==> src/rtl/jtframe_dwnld_pkg.sv <==
// jtframe_dwnld_pkg: shared states, byte-mask constants and helpers for the download sequencer
package jtframe_dwnld_pkg;
  typedef enum logic [2:0] {ST_IDLE, ST_ROM, ST_NV, ST_CHEAT, ST_UP, ST_FLUSH} state_t;
  localparam logic [1:0] MASK_LO  = 2'b10;
  localparam logic [1:0] MASK_HI  = 2'b01;
  localparam logic [1:0] MASK_ALL = 2'b00;
  function automatic logic [1:0] min2(input logic [1:0] a, input logic [1:0] b);
    return a < b ? a : b;
  endfunction
endpackage

==> src/rtl/jtframe_dwnld_fifo.sv <==
// jtframe_dwnld_fifo: synchronous FIFO, simultaneous push/pop allowed even when full
module jtframe_dwnld_fifo #(
  parameter int W       = 8,
  parameter int FIFO_AW = 2
) (
  input  logic             clk,
  input  logic             rst,
  input  logic             push,
  input  logic             pop,
  input  logic [W-1:0]     din,
  output logic [W-1:0]     dout,
  output logic             full,
  output logic             empty,
  output logic [FIFO_AW:0] count
);
  logic [W-1:0] mem [1<<FIFO_AW];
  logic [FIFO_AW-1:0] rd, wr;
  logic do_push, do_pop;
  assign empty   = count == '0;
  assign full    = count[FIFO_AW];
  assign do_pop  = pop & ~empty;
  assign do_push = push & (~full | do_pop);
  assign dout    = empty ? '0 : mem[rd];
  always_ff @(posedge clk)
    if (do_push) mem[wr] <= din;
  always_ff @(posedge clk)
    if (rst) begin
      rd    <= '0;
      wr    <= '0;
      count <= '0;
    end else begin
      if (do_push) wr <= wr + 1'b1;
      if (do_pop) rd <= rd + 1'b1;
      count <= count + (FIFO_AW+1)'(do_push) - (FIFO_AW+1)'(do_pop);
    end
endmodule

==> src/rtl/jtframe_dwnld_sched.sv <==
// jtframe_dwnld_sched: routes data_io bytes to SDRAM words, NVRAM and cheat RAM; serves NVRAM uploads
import jtframe_dwnld_pkg::*;
module jtframe_dwnld_sched #(
  parameter int         AW        = 22,
  parameter int         FIFO_AW   = 2,
  parameter logic [7:0] IDX_CHEAT = 8'h10,
  parameter logic [7:0] IDX_NVRAM = 8'hFF
) (
  input  logic          clk,
  input  logic          rst,
  input  logic          ioctl_download,
  input  logic          ioctl_upload,
  input  logic [7:0]    ioctl_index,
  input  logic [25:0]   ioctl_addr,
  input  logic [7:0]    ioctl_dout,
  input  logic          ioctl_wr,
  output logic [7:0]    ioctl_din,
  output logic [AW-1:0] prog_addr,
  output logic [15:0]   prog_data,
  output logic [1:0]    prog_mask,
  output logic          prog_we,
  input  logic          prog_rdy,
  output logic [15:0]   nv_addr,
  output logic [7:0]    nv_dout,
  output logic          nv_we,
  input  logic [7:0]    nv_din,
  output logic [9:0]    cheat_addr,
  output logic [7:0]    cheat_dout,
  output logic          cheat_we,
  output logic          busy,
  output logic          done,
  output logic          ovf
);
  localparam int DEPTH = 1 << FIFO_AW;
  localparam int RW    = FIFO_AW + 2;
  typedef struct packed {
    logic [AW-1:0] addr;
    logic [15:0]   data;
    logic [1:0]    mask;
  } word_t;
  state_t st;
  word_t n0, n1, skid, head;
  logic [7:0] pend;
  logic [AW-1:0] pend_addr, waddr;
  logic pend_v, skid_v, rom_wr, match, rom_start, pop, fifo_push, fifo_empty, fifo_full, unused;
  logic [1:0] n_cnt, acc, lim;
  logic [FIFO_AW:0] cnt;
  logic [RW-1:0] room;
  assign waddr     = ioctl_addr[AW:1];
  assign rom_wr    = st == ST_ROM & ioctl_wr;
  assign match     = pend_v & pend_addr == waddr;
  assign rom_start = st == ST_IDLE & ~ioctl_upload & ioctl_download &
                     ioctl_index != IDX_NVRAM & ioctl_index != IDX_CHEAT;
  assign busy      = st != ST_IDLE;
  assign ioctl_din = nv_din;
  assign prog_we   = ~fifo_empty;
  assign pop       = prog_we & prog_rdy;
  assign {prog_addr, prog_data, prog_mask} = head;
  assign unused    = ^{ioctl_addr[25:AW+1], fifo_full};
  // Up to two new words per byte: n0 goes first, n1 only on an unmatched odd byte after a pending one
  always_comb begin
    n0    = {pend_addr, 8'h00, pend, MASK_LO};
    n1    = {waddr, ioctl_dout, 8'h00, MASK_HI};
    n_cnt = 2'd0;
    if (st == ST_FLUSH) n_cnt = {1'b0, pend_v};
    else if (rom_wr) begin
      if (!ioctl_addr[0]) n_cnt = {1'b0, pend_v};
      else if (match) begin
        n0    = {waddr, ioctl_dout, pend, MASK_ALL};
        n_cnt = 2'd1;
      end else if (pend_v) n_cnt = 2'd2;
      else begin
        n0    = n1;
        n_cnt = 2'd1;
      end
    end
  end
  // The skid word counts against capacity, so it can always drain on the next cycle
  assign room      = RW'(DEPTH) - RW'(cnt) - RW'(skid_v) + RW'(pop);
  assign lim       = min2(skid_v ? 2'd1 : 2'd2, room >= RW'(2) ? 2'd2 : room[1:0]);
  assign acc       = min2(n_cnt, lim);
  assign fifo_push = skid_v | acc != 2'd0;
  jtframe_dwnld_fifo #(.W($bits(word_t)), .FIFO_AW(FIFO_AW)) u_fifo (
    .clk   (clk),
    .rst   (rst | rom_start),
    .push  (fifo_push),
    .pop   (pop),
    .din   (skid_v ? skid : n0),
    .dout  (head),
    .full  (fifo_full),
    .empty (fifo_empty),
    .count (cnt)
  );
  always_ff @(posedge clk)
    if (rst) begin
      st         <= ST_IDLE;
      pend       <= '0;
      pend_addr  <= '0;
      pend_v     <= 1'b0;
      skid       <= '0;
      skid_v     <= 1'b0;
      ovf        <= 1'b0;
      done       <= 1'b0;
      nv_addr    <= '0;
      nv_dout    <= '0;
      nv_we      <= 1'b0;
      cheat_addr <= '0;
      cheat_dout <= '0;
      cheat_we   <= 1'b0;
    end else begin
      done     <= 1'b0;
      nv_we    <= 1'b0;
      cheat_we <= 1'b0;
      skid     <= skid_v ? n0 : n1;
      skid_v   <= skid_v ? acc == 2'd1 : acc == 2'd2;
      if (n_cnt > acc) ovf <= 1'b1;
      case (st)
        ST_IDLE:
          if (ioctl_upload) st <= ST_UP;
          else if (ioctl_download) begin
            st <= ioctl_index == IDX_NVRAM ? ST_NV : ioctl_index == IDX_CHEAT ? ST_CHEAT : ST_ROM;
            if (rom_start) begin
              ovf    <= 1'b0;
              pend_v <= 1'b0;
              skid_v <= 1'b0;
            end
          end
        ST_ROM: begin
          if (rom_wr) begin
            pend_v <= ~ioctl_addr[0];
            if (!ioctl_addr[0]) begin
              pend      <= ioctl_dout;
              pend_addr <= waddr;
            end
          end
          if (!ioctl_download) st <= ST_FLUSH;
        end
        ST_FLUSH: begin
          pend_v <= 1'b0;
          if (!pend_v && !skid_v && fifo_empty) begin
            done <= 1'b1;
            st   <= ST_IDLE;
          end
        end
        ST_NV: begin
          if (ioctl_wr) begin
            nv_we   <= 1'b1;
            nv_addr <= ioctl_addr[15:0];
            nv_dout <= ioctl_dout;
          end
          if (!ioctl_download) st <= ST_IDLE;
        end
        ST_CHEAT: begin
          if (ioctl_wr) begin
            cheat_we   <= 1'b1;
            cheat_addr <= ioctl_addr[9:0];
            cheat_dout <= ioctl_dout;
          end
          if (!ioctl_download) st <= ST_IDLE;
        end
        ST_UP: begin
          nv_addr <= ioctl_addr[15:0];
          if (!ioctl_upload) st <= ST_IDLE;
        end
        default: st <= ST_IDLE;
      endcase
    end
endmodule
==> config.mk <==
export PLATFORM = sky130hd
export DESIGN_NAME = jtframe_dwnld_sched
export DESIGN_NICKNAME = d
export VERILOG_FILES = /design/src/rtl/jtframe_dwnld_pkg.sv /design/src/rtl/jtframe_dwnld_fifo.sv /design/src/rtl/jtframe_dwnld_sched.sv
export SDC_FILE = /design/constraint.sdc
export NUM_CORES = 1
export LEC_CHECK = 0
export ABC_AREA = 0
export CORE_ASPECT_RATIO = 0.8
export CORE_MARGIN = 10
export CORE_UTILIZATION = 42
export CTS_CLUSTER_DIAMETER = 40
export DETAILED_ROUTE_END_ITERATION = 10
export PLACE_DENSITY = 0.64
export REMOVE_ABC_BUFFERS = 1
export SLEW_MARGIN = 20
export SYNTH_ARGS = -nofsm -noshare
export SYNTH_HDL_FRONTEND = slang
export SYNTH_SLANG_ARGS = --single-unit
==> constraint.sdc <==
create_clock -name clk -period 4.75 [get_ports clk]
set_input_delay 1.425 -clock clk [delete_from_list [all_inputs] [get_ports clk]]
set_output_delay 1.425 -clock clk [all_outputs]
set_load 0.005 [all_outputs]
## After elaboration in Yosys (flattened, before gate mapping)

Memories as Yosys holds them, arrays and structs flattened. A register that Yosys moved wholly into a read port is not among the register bits.
Index checks and enable logic that the tools add are counted.

- Bits in writable memories: 160
- Word-level logic and storage cells: 145
- Input port bits: 56
- Flip-flop bits (word level): 128
- Output and inout bits: 96
- Memories: 1

- $add $sub $neg: 7
- Magnitude comparators: 4
- Reductions and logical operators: 21
- Mux-type cells: 49
- Equality and inequality tests: 22
- Bitwise operators: 20

Memories:

| memory | depth | bits a word | read ports | clocked after memory_dff | wr ports | RTL line | RTL |
|---|---|---|---|---|---|---|---|
| u_fifo.mem | 4 | 40 | 1 | 1 | 1 | jtframe_dwnld_fifo.sv:16 | `logic [W-1:0] mem [1<<FIFO_AW];` |

Operators by type and width:

| kind | count |
|---|---|
| 2-to-1 mux 40 bit | 8 |
| one-hot mux 16 bit (2 select lines) | 1 |
| 2-to-1 mux 2 bit | 13 |
| == test 22 bit | 1 |
| 2-to-1 mux 1 bit | 18 |
| 2-to-1 mux 3 bit | 6 |
| 2-to-1 mux 16 bit | 1 |
| inequality test 2 bit, second input constant | 8 |
| one-hot mux 3 bit (5 select lines) | 1 |
| AND reduction 5 bit | 2 |
| OR reduction 2 bit | 5 |
| AND 1 bit | 9 |
| == test 8 x 5 -> 1 bit, second input constant | 1 |
| == test 8 bit, second input constant | 1 |
| inequality test 8 x 5 -> 1 bit, second input constant | 1 |
| inequality test 8 bit, second input constant | 1 |
| inverter 1 bit | 8 |
| == test 3 x 2 -> 1 bit, second input constant | 2 |
| == test 3 bit, second input constant | 2 |
| zero test 3 bit | 2 |
| AND reduction 2 bit | 3 |
| nonzero test 3 bit | 2 |
| adder 2 x 1 -> 2 bit, second input constant | 2 |
| adder 4 x 1 -> 4 bit | 1 |
| other kinds (18) | 24 |

## Logic depth before layout (Yosys ltp)

- Word-level depth: 16
- Depth in mapped cells: 18
- Mapped depth without buffers: 17

## Cells and area by module

A second synthesis with hierarchy kept.

- Cell total of the unflattened synthesis: 974
- Area, all modules: 12016.5 µm²

By module, submodules not included:

| module | area each (µm²) | instances | seq. area each (µm²) | cells each |
|---|---|---|---|---|
| jtframe_dwnld_fifo | 6510.0 | 1 | 4984.8 | 304 |
| jtframe_dwnld_sched | 5506.5 | 1 | 2422.3 | 670 |

## Worst setup path before layout

OpenSTA, ideal clock, no wires.

- Path type: input to register
- Start: in prog_rdy
- End: mem u_fifo.mem[0][0] in the netlist's numbering, enable pin
- Stages: 12
- Path slack: 30 ps
- Data arrival time: 4318 ps
- Library setup time: 401 ps
- Required time: 4349 ps
- Buffers on the path: 0
- Cells stage by stage: nor2b_1 fa_1 ha_1 xnor2_1 a21oi_1 inv_1 ha_1 nor2b_1 a311o_1 o32ai_1 a21oi_4 and2_1

- Word-level cells in the longest chain between the ends: 13
- Elaborated cells on any way between the ends: 15
- Those cells by class: add/sub: 1; order compare: 3; mux: 5; bitwise: 5; reduce/logical: 1

RTL lines:

| element | RTL line | RTL |
|---|---|---|
| start, declared | jtframe_dwnld_sched.sv:22 | `input logic prog_rdy,` |
| AND 1 bit * | jtframe_dwnld_sched.sv:57 | `assign pop = prog_we & prog_rdy;` |
| adder 4 x 1 -> 4 bit | jtframe_dwnld_sched.sv:79 | `assign room = RW'(DEPTH) - RW'(cnt) - RW'(skid_v) + RW'(pop);` |
| greater-or-equal comparator 4 x 2 -> 1 bit | jtframe_dwnld_sched.sv:80 | `assign lim = min2(skid_v ? 2'd1 : 2'd2, room >= RW'(2) ? 2'd2 : room[1:0]);` |
| 2-to-1 mux 2 bit | jtframe_dwnld_sched.sv:80 |  |
| < comparator 2 bit | jtframe_dwnld_pkg.sv:8 | `return a < b ? a : b;` |
| 2-to-1 mux 2 bit | jtframe_dwnld_pkg.sv:8 |  |
| < comparator 2 bit | jtframe_dwnld_pkg.sv:8 |  |
| 2-to-1 mux 2 bit | jtframe_dwnld_pkg.sv:8 |  |
| nonzero test 2 bit | jtframe_dwnld_sched.sv:82 | `assign fifo_push = skid_v \| acc != 2'd0;` |
| OR 1 bit | jtframe_dwnld_sched.sv:82 |  |
| AND 1 bit * | jtframe_dwnld_fifo.sv:22 | `assign do_push = push & (~full \| do_pop);` |
| via u_fifo.do_push | jtframe_dwnld_fifo.sv:18 | `logic do_push, do_pop;` |
| 2-to-1 mux 1 bit * | jtframe_dwnld_fifo.sv:25 | `if (do_push) mem[wr] <= din;` |
| 2-to-1 mux 1 bit (implied by the code) * | jtframe_dwnld_fifo.sv:25 |  |
| end, declared | jtframe_dwnld_fifo.sv:16 |  |

Mark *: on every way through the listed nets, which the timed path passes. The rest lies on a longest branch.

## Worst setup path in the final report

- Start: in ioctl_addr[16]
- End: reg u_fifo.count[2]

- Word-level cells in the longest chain between the ends: 13

RTL lines:

| element | RTL line | RTL |
|---|---|---|
| start, declared | jtframe_dwnld_sched.sv:14 | `input logic [25:0] ioctl_addr,` |
| == test 22 bit * | jtframe_dwnld_sched.sv:51 | `assign match = pend_v & pend_addr == waddr;` |
| AND 1 bit * | jtframe_dwnld_sched.sv:51 |  |
| 2-to-1 mux 2 bit * | jtframe_dwnld_sched.sv:68 | `else if (match) begin` |
| 2-to-1 mux 2 bit * | jtframe_dwnld_sched.sv:67 | `if (!ioctl_addr[0]) n_cnt = {1'b0, pend_v};` |
| 2-to-1 mux 2 bit * | jtframe_dwnld_sched.sv:66 | `else if (rom_wr) begin` |
| 2-to-1 mux 2 bit * | jtframe_dwnld_sched.sv:65 | `if (st == ST_FLUSH) n_cnt = {1'b0, pend_v};` |
| < comparator 2 bit | jtframe_dwnld_pkg.sv:8 |  |
| 2-to-1 mux 2 bit * | jtframe_dwnld_pkg.sv:8 |  |
| nonzero test 2 bit * | jtframe_dwnld_sched.sv:82 |  |
| OR 1 bit * | jtframe_dwnld_sched.sv:82 |  |
| AND 1 bit * | jtframe_dwnld_fifo.sv:22 |  |
| via u_fifo.do_push | jtframe_dwnld_fifo.sv:18 |  |
| adder 3 x 1 -> 3 bit * | jtframe_dwnld_fifo.sv:34 | `count <= count + (FIFO_AW+1)'(do_push) - (FIFO_AW+1)'(do_pop);` |
| subtractor 3 x 1 -> 3 bit * | jtframe_dwnld_fifo.sv:34 |  |
| end signal, assigned | jtframe_dwnld_fifo.sv:34 |  |
| end, declared | jtframe_dwnld_fifo.sv:14 | `output logic [FIFO_AW:0] count` |

Marks and branches as above.
A chain may end at the register's enable or synchronous reset.

==> run_results.csv <==
group,metric,value,unit
run_status,status,"finished clean",
place,place.gp.congestion,0.806,
yosys,synthTopCellsByArea,"edfxtp_1 39%, dfxtp_1 21%, mux4_2 7.4%",
timing,max_slew_margin,36.3,%
setup_path,crit_path_end_kind,"flip-flop",
run,drv_cap,0,
yosys,ys_async_sr_fraction,0,%
routing,dr_total_vias,8731,
yosys,muxShareOfSynthArea,9.04,%
power_and_ir_drop,p_seq_share,38.7,%
die,core-area,28400,µm²
global_routing,met2_usage,27.5,%
power_and_ir_drop,p_leak,5.26,nW
yosys,synth_xor_area_share,1.94,%
die,dieArea,36300,µm²
routing,viasPerCell,5.50,
clocking,h-tree-depth,2,
yosys,synth.yosys.seq_area_share,60.7,%
setup_path,cp_cell_sequence,"clkdlybuf4s50_1 -> xor2_1 -> nor4_1 -> nand2_2 -> o31ai_2 -> nor2_1 -> ha_1 -> nor2b_1 -> a311o_1 -> o32ai_2 -> buf_4 -> a21oi_4 -> ha_2 -> fa_2 -> xnor2_2 -> xnor2_1 -> and2_1",
yosys,syn-cell-area,12200,µm²
yosys,synth-seq-cells,290,
clocking,tritoncts,"yes",
setup_path,cp-startpoint,"ioctl_addr[16]",
timing,finalHoldViolCount,0,
timing,fin_crit,4.67,ns
setup_path,cp-start-kind,"input pin",
yosys,synthSimpleGateAreaFrac,14.1,%
power_and_ir_drop,power_frac_clock,33.6,%
global_routing,grt-busiest-layer,"met2",
routing,routed_wl,33.0,mm
routing,ant_nets,0,
min_path,hp-class,"reg -> reg",
clocking,root_buffer,"clkbuf_16",
power_and_ir_drop,power_density,496,nW/µm²
global_routing,grt_pass1_vias,8659,
cells_and_area,utilization,54.6,%
global_routing,antenna_found_initial,1,
global_routing,grt_use_total,17.9,%
routing,drt_iter0_markers,882,
cells_and_area,drive_gt1_share,15.7,%
setup_path,worst_ep_arrival_time,5.06,ns
timing,tns,0,ns
setup_path,crit_type,"in -> reg",
yosys,synth-compound-area-share,9.23,%
clocking,cts.sinks,290,
setup_path,crit_family,"compound AO/OA/AOI/OAI gates",
yosys,synth_top_family_by_area,"simple AND/OR/NAND/NOR gates",
timing,setup_viol,0,
yosys,yosysTopAreaCellShare,39.4,%
power_and_ir_drop,p_sw,2.20,mW
setup_path,critPathRequiredTime,5.14,ns
yosys,synth_top_flop_cell,"edfxtp_1",
setup_path,max_stage_delay,0.49,ns
power_and_ir_drop,peakVddDrop,381,µV
cells_and_area,nNetsFinal,1262,
place,place_hpwl,20.9,mm
timing,period_share,98.2,%
routing,drc,0,
cells_and_area,diodes,0,
cells_and_area,synthToLayoutAreaGrowth,27.2,%
place,port_buffers,132,
yosys,synth-edff-count,160,
power_and_ir_drop,swShare,28.6,%
timing,finalClockSkew,0.0182,ns
timing,final.setup.worst_slack,0.0843,ns
global_routing,overflow,0,
min_path,hp-start,"cheat_addr[9]",
global_routing,grt.met3_usage,4.45,%
power_and_ir_drop,power.internal,5.50,mW
timing,drv_slew,0,
yosys,synth_top_cell_by_area,"edfxtp_1",
routing,dr.pass1.iters,5,
power_and_ir_drop,pwr-share-comb,27.8,%
global_routing,grt_use_met1,24.4,%
routing,wl_per_cell,20.8,µm
die,rows,55,
yosys,yosysWarnings,0,
global_routing,grt_pass1_wl,50.6,mm
place,pre_cts_slack,-0.677,ns
yosys,synthCells,1044,
yosys,synthAdderAreaFrac,1.46,%
die,die_h,172,µm
clocking,clk_pin_slew_worst_paths,0.06,ns
die,pin_count,152,
clocking,cts_buffers,35,
setup_path,cp_max_fo,4,
die,start_util,42.9,%
yosys,avgSynthCellArea,11.7,µm²
clocking,cts.path.max_buffers,3,
timing,worst_pin_slew,0.948,ns
yosys,yosysUniqueCellTypes,46,
global_routing,grt_start_max_net_pins,73,
clocking,clk_latency,0.51,ns
setup_path,reg2reg_from,"u_fifo.count[2]",
setup_path,worst-path-buf-inv,2,
timing,max_freq,214,MHz
die,die_x,211,µm
setup_path,cp_slowest_cell,"clkdlybuf4s50_1",
registers in the layout, indices dropped and copies added (netlist names), named ones only:
name	flops
u_fifo.mem	160
skid	40
pend_addr	22
nv_addr	16
cheat_addr	10
cheat_dout	8
nv_dout	8
pend	8
st	3
u_fifo.count	3
u_fifo.rd	2
u_fifo.wr	2
cheat_we	1
done	1
nv_we	1
ovf	1
pend_v	1
skid_v	1
power by group through the flow:
stage | Clock (mW) | Combinational [mW] | Sequential [mW]
floorplan | 0 | 0.988 | 3.03
global placement | 0 | 2.09 | 3.03
detailed placement | 0 | 2.12 | 3.03
CTS | 2.64 | 2.13 | 2.98
global route | 2.74 | 2.34 | 3.00
finish | 2.59 | 2.14 | 2.98
path summary, 6_finish.rpt:
path / slack, ns / cells after the start / end
hold / removal: 0.45 / 2 / cheat_addr[9]
hold reg to reg: 0.45 / 2 / cheat_addr[9]
setup reg to reg: 0.92 / 17 / u_fifo.count[2]
setup / recovery: 0.08 / 17 / u_fifo.count[2]
cell type report:
type                            instances  area [µm²]
Fill cell                            2344       12900
Sequential cell                       290        7410
Multi-Input combinational cell        654        4450
Timing Repair Buffer                  199        2010
Clock buffer                           43         957
Tap cell                              370         463
Clock inverter                         19         173
Inverter                               13        48.8
worst reg2reg max path: stages, from the launching register on:
cell and delay, ns:
dfxtp_1 0.35, nor3_2 0.22, nor2b_1 0.08, fa_1 0.37
ha_2 0.32, inv_1 0.05, a21oi_2 0.18, ha_1 0.25
nor2b_1 0.13, a311o_1 0.34, o32ai_2 0.26, buf_4 0.16
a21oi_4 0.03, ha_2 0.19, fa_2 0.35, xnor2_2 0.15
xnor2_1 0.13, and2_1 0.15
metal layers:
| layer | up-vias | wire [µm] | part of all wire [%] |
|---|---|---|---|
| li1 | 4079 | - | - |
| met1 | 4240 | 14900 | 45 |
| met2 | 351 | 14700 | 45 |
| met3 | 59 | 2620 | 7.9 |
| met4 | 2 | 661 | 2.0 |
| met5 | - | 13 | 0.039 |
cells in the mapped netlist, drive strengths merged, types with 2 or more instances:
| cell | n |
|---|---|
| inv | 13 |
| o31ai | 23 |
| dfxtp | 130 |
| mux4 | 40 |
| ha | 11 |
| mux2i | 19 |
| and4 | 2 |
| nor3 | 7 |
| o21ai | 51 |
| nor2b | 47 |
| xor2 | 21 |
| a31oi | 25 |
| a21oi | 92 |
| nand2 | 150 |
| nand3b | 2 |
| buf | 29 |
| fa | 2 |
| o21a | 3 |
| clkbuf | 58 |
| xnor2 | 6 |
| or4 | 4 |
| nor2 | 51 |
| nand2b | 2 |
| and2 | 18 |
| or2 | 3 |
| nor3b | 8 |
| nand3 | 25 |
| nand4 | 23 |
| edfxtp | 160 |
| nor4 | 10 |
kinds of logic after synthesis:
group / Yosys count
and+or+nand+nor: 355
DFF: 290
AOI/OAI and AO/OA: 199
buffers and inverters: 100
muxes: 60
xor gates and xnor gates: 27
adders and majority gates: 13
through the flow:
| step | total power [mW] | hold WS (ns) | cell area (µm²) | instances |
|---|---|---|---|---|
| finish | 7.70 | 0.452 | 15500 | 1588 |
| global route | 8.08 | 0.476 | 15500 | 1588 |
| CTS | 7.75 | 0.453 | 15400 | 1587 |
| detailed placement | 5.15 | 0.445 | 14300 | 1525 |
| global placement | 5.11 | 0.442 | 14300 | 1525 |
| floorplan | 4.01 | 0.439 | 11800 | 957 |
cells in the final DEF (no fill, tap or decap), types with 5 or more instances in the layout:
cell type and instances:
nor2b_1 46, o21ai_0 50, nand3_1 25, clkinv_1 5
edfxtp_1 160, dlymetal6s2s_1 8, clkdlybuf4s50_1 119, clkbuf_16 36
nor4_1 6, ha_1 9, buf_12 14, nand2_1 149
nor3_1 6, mux2i_1 19, inv_1 12, mux4_2 40
buf_4 54, nor2_1 50, dfxtp_1 127, a21oi_1 89
nand4_1 23, nor3b_1 8, xor2_1 21, and2_1 14
a31oi_1 25, o31ai_1 22
repair_timing:
| action | 4_1_cts | 5_1_grt |
|---|---|---|
| buffers inserted | 0 | 1 |
| pin swaps | 3 | 8 |
| hold buffers | 0 | 0 |
| cloned | 0 | 0 |
| gates resized for setup | 6 | 17 |
| endpoints found under the setup margin | 1 | 1 |
Note: power is estimated with default switching activity, not from simulation.
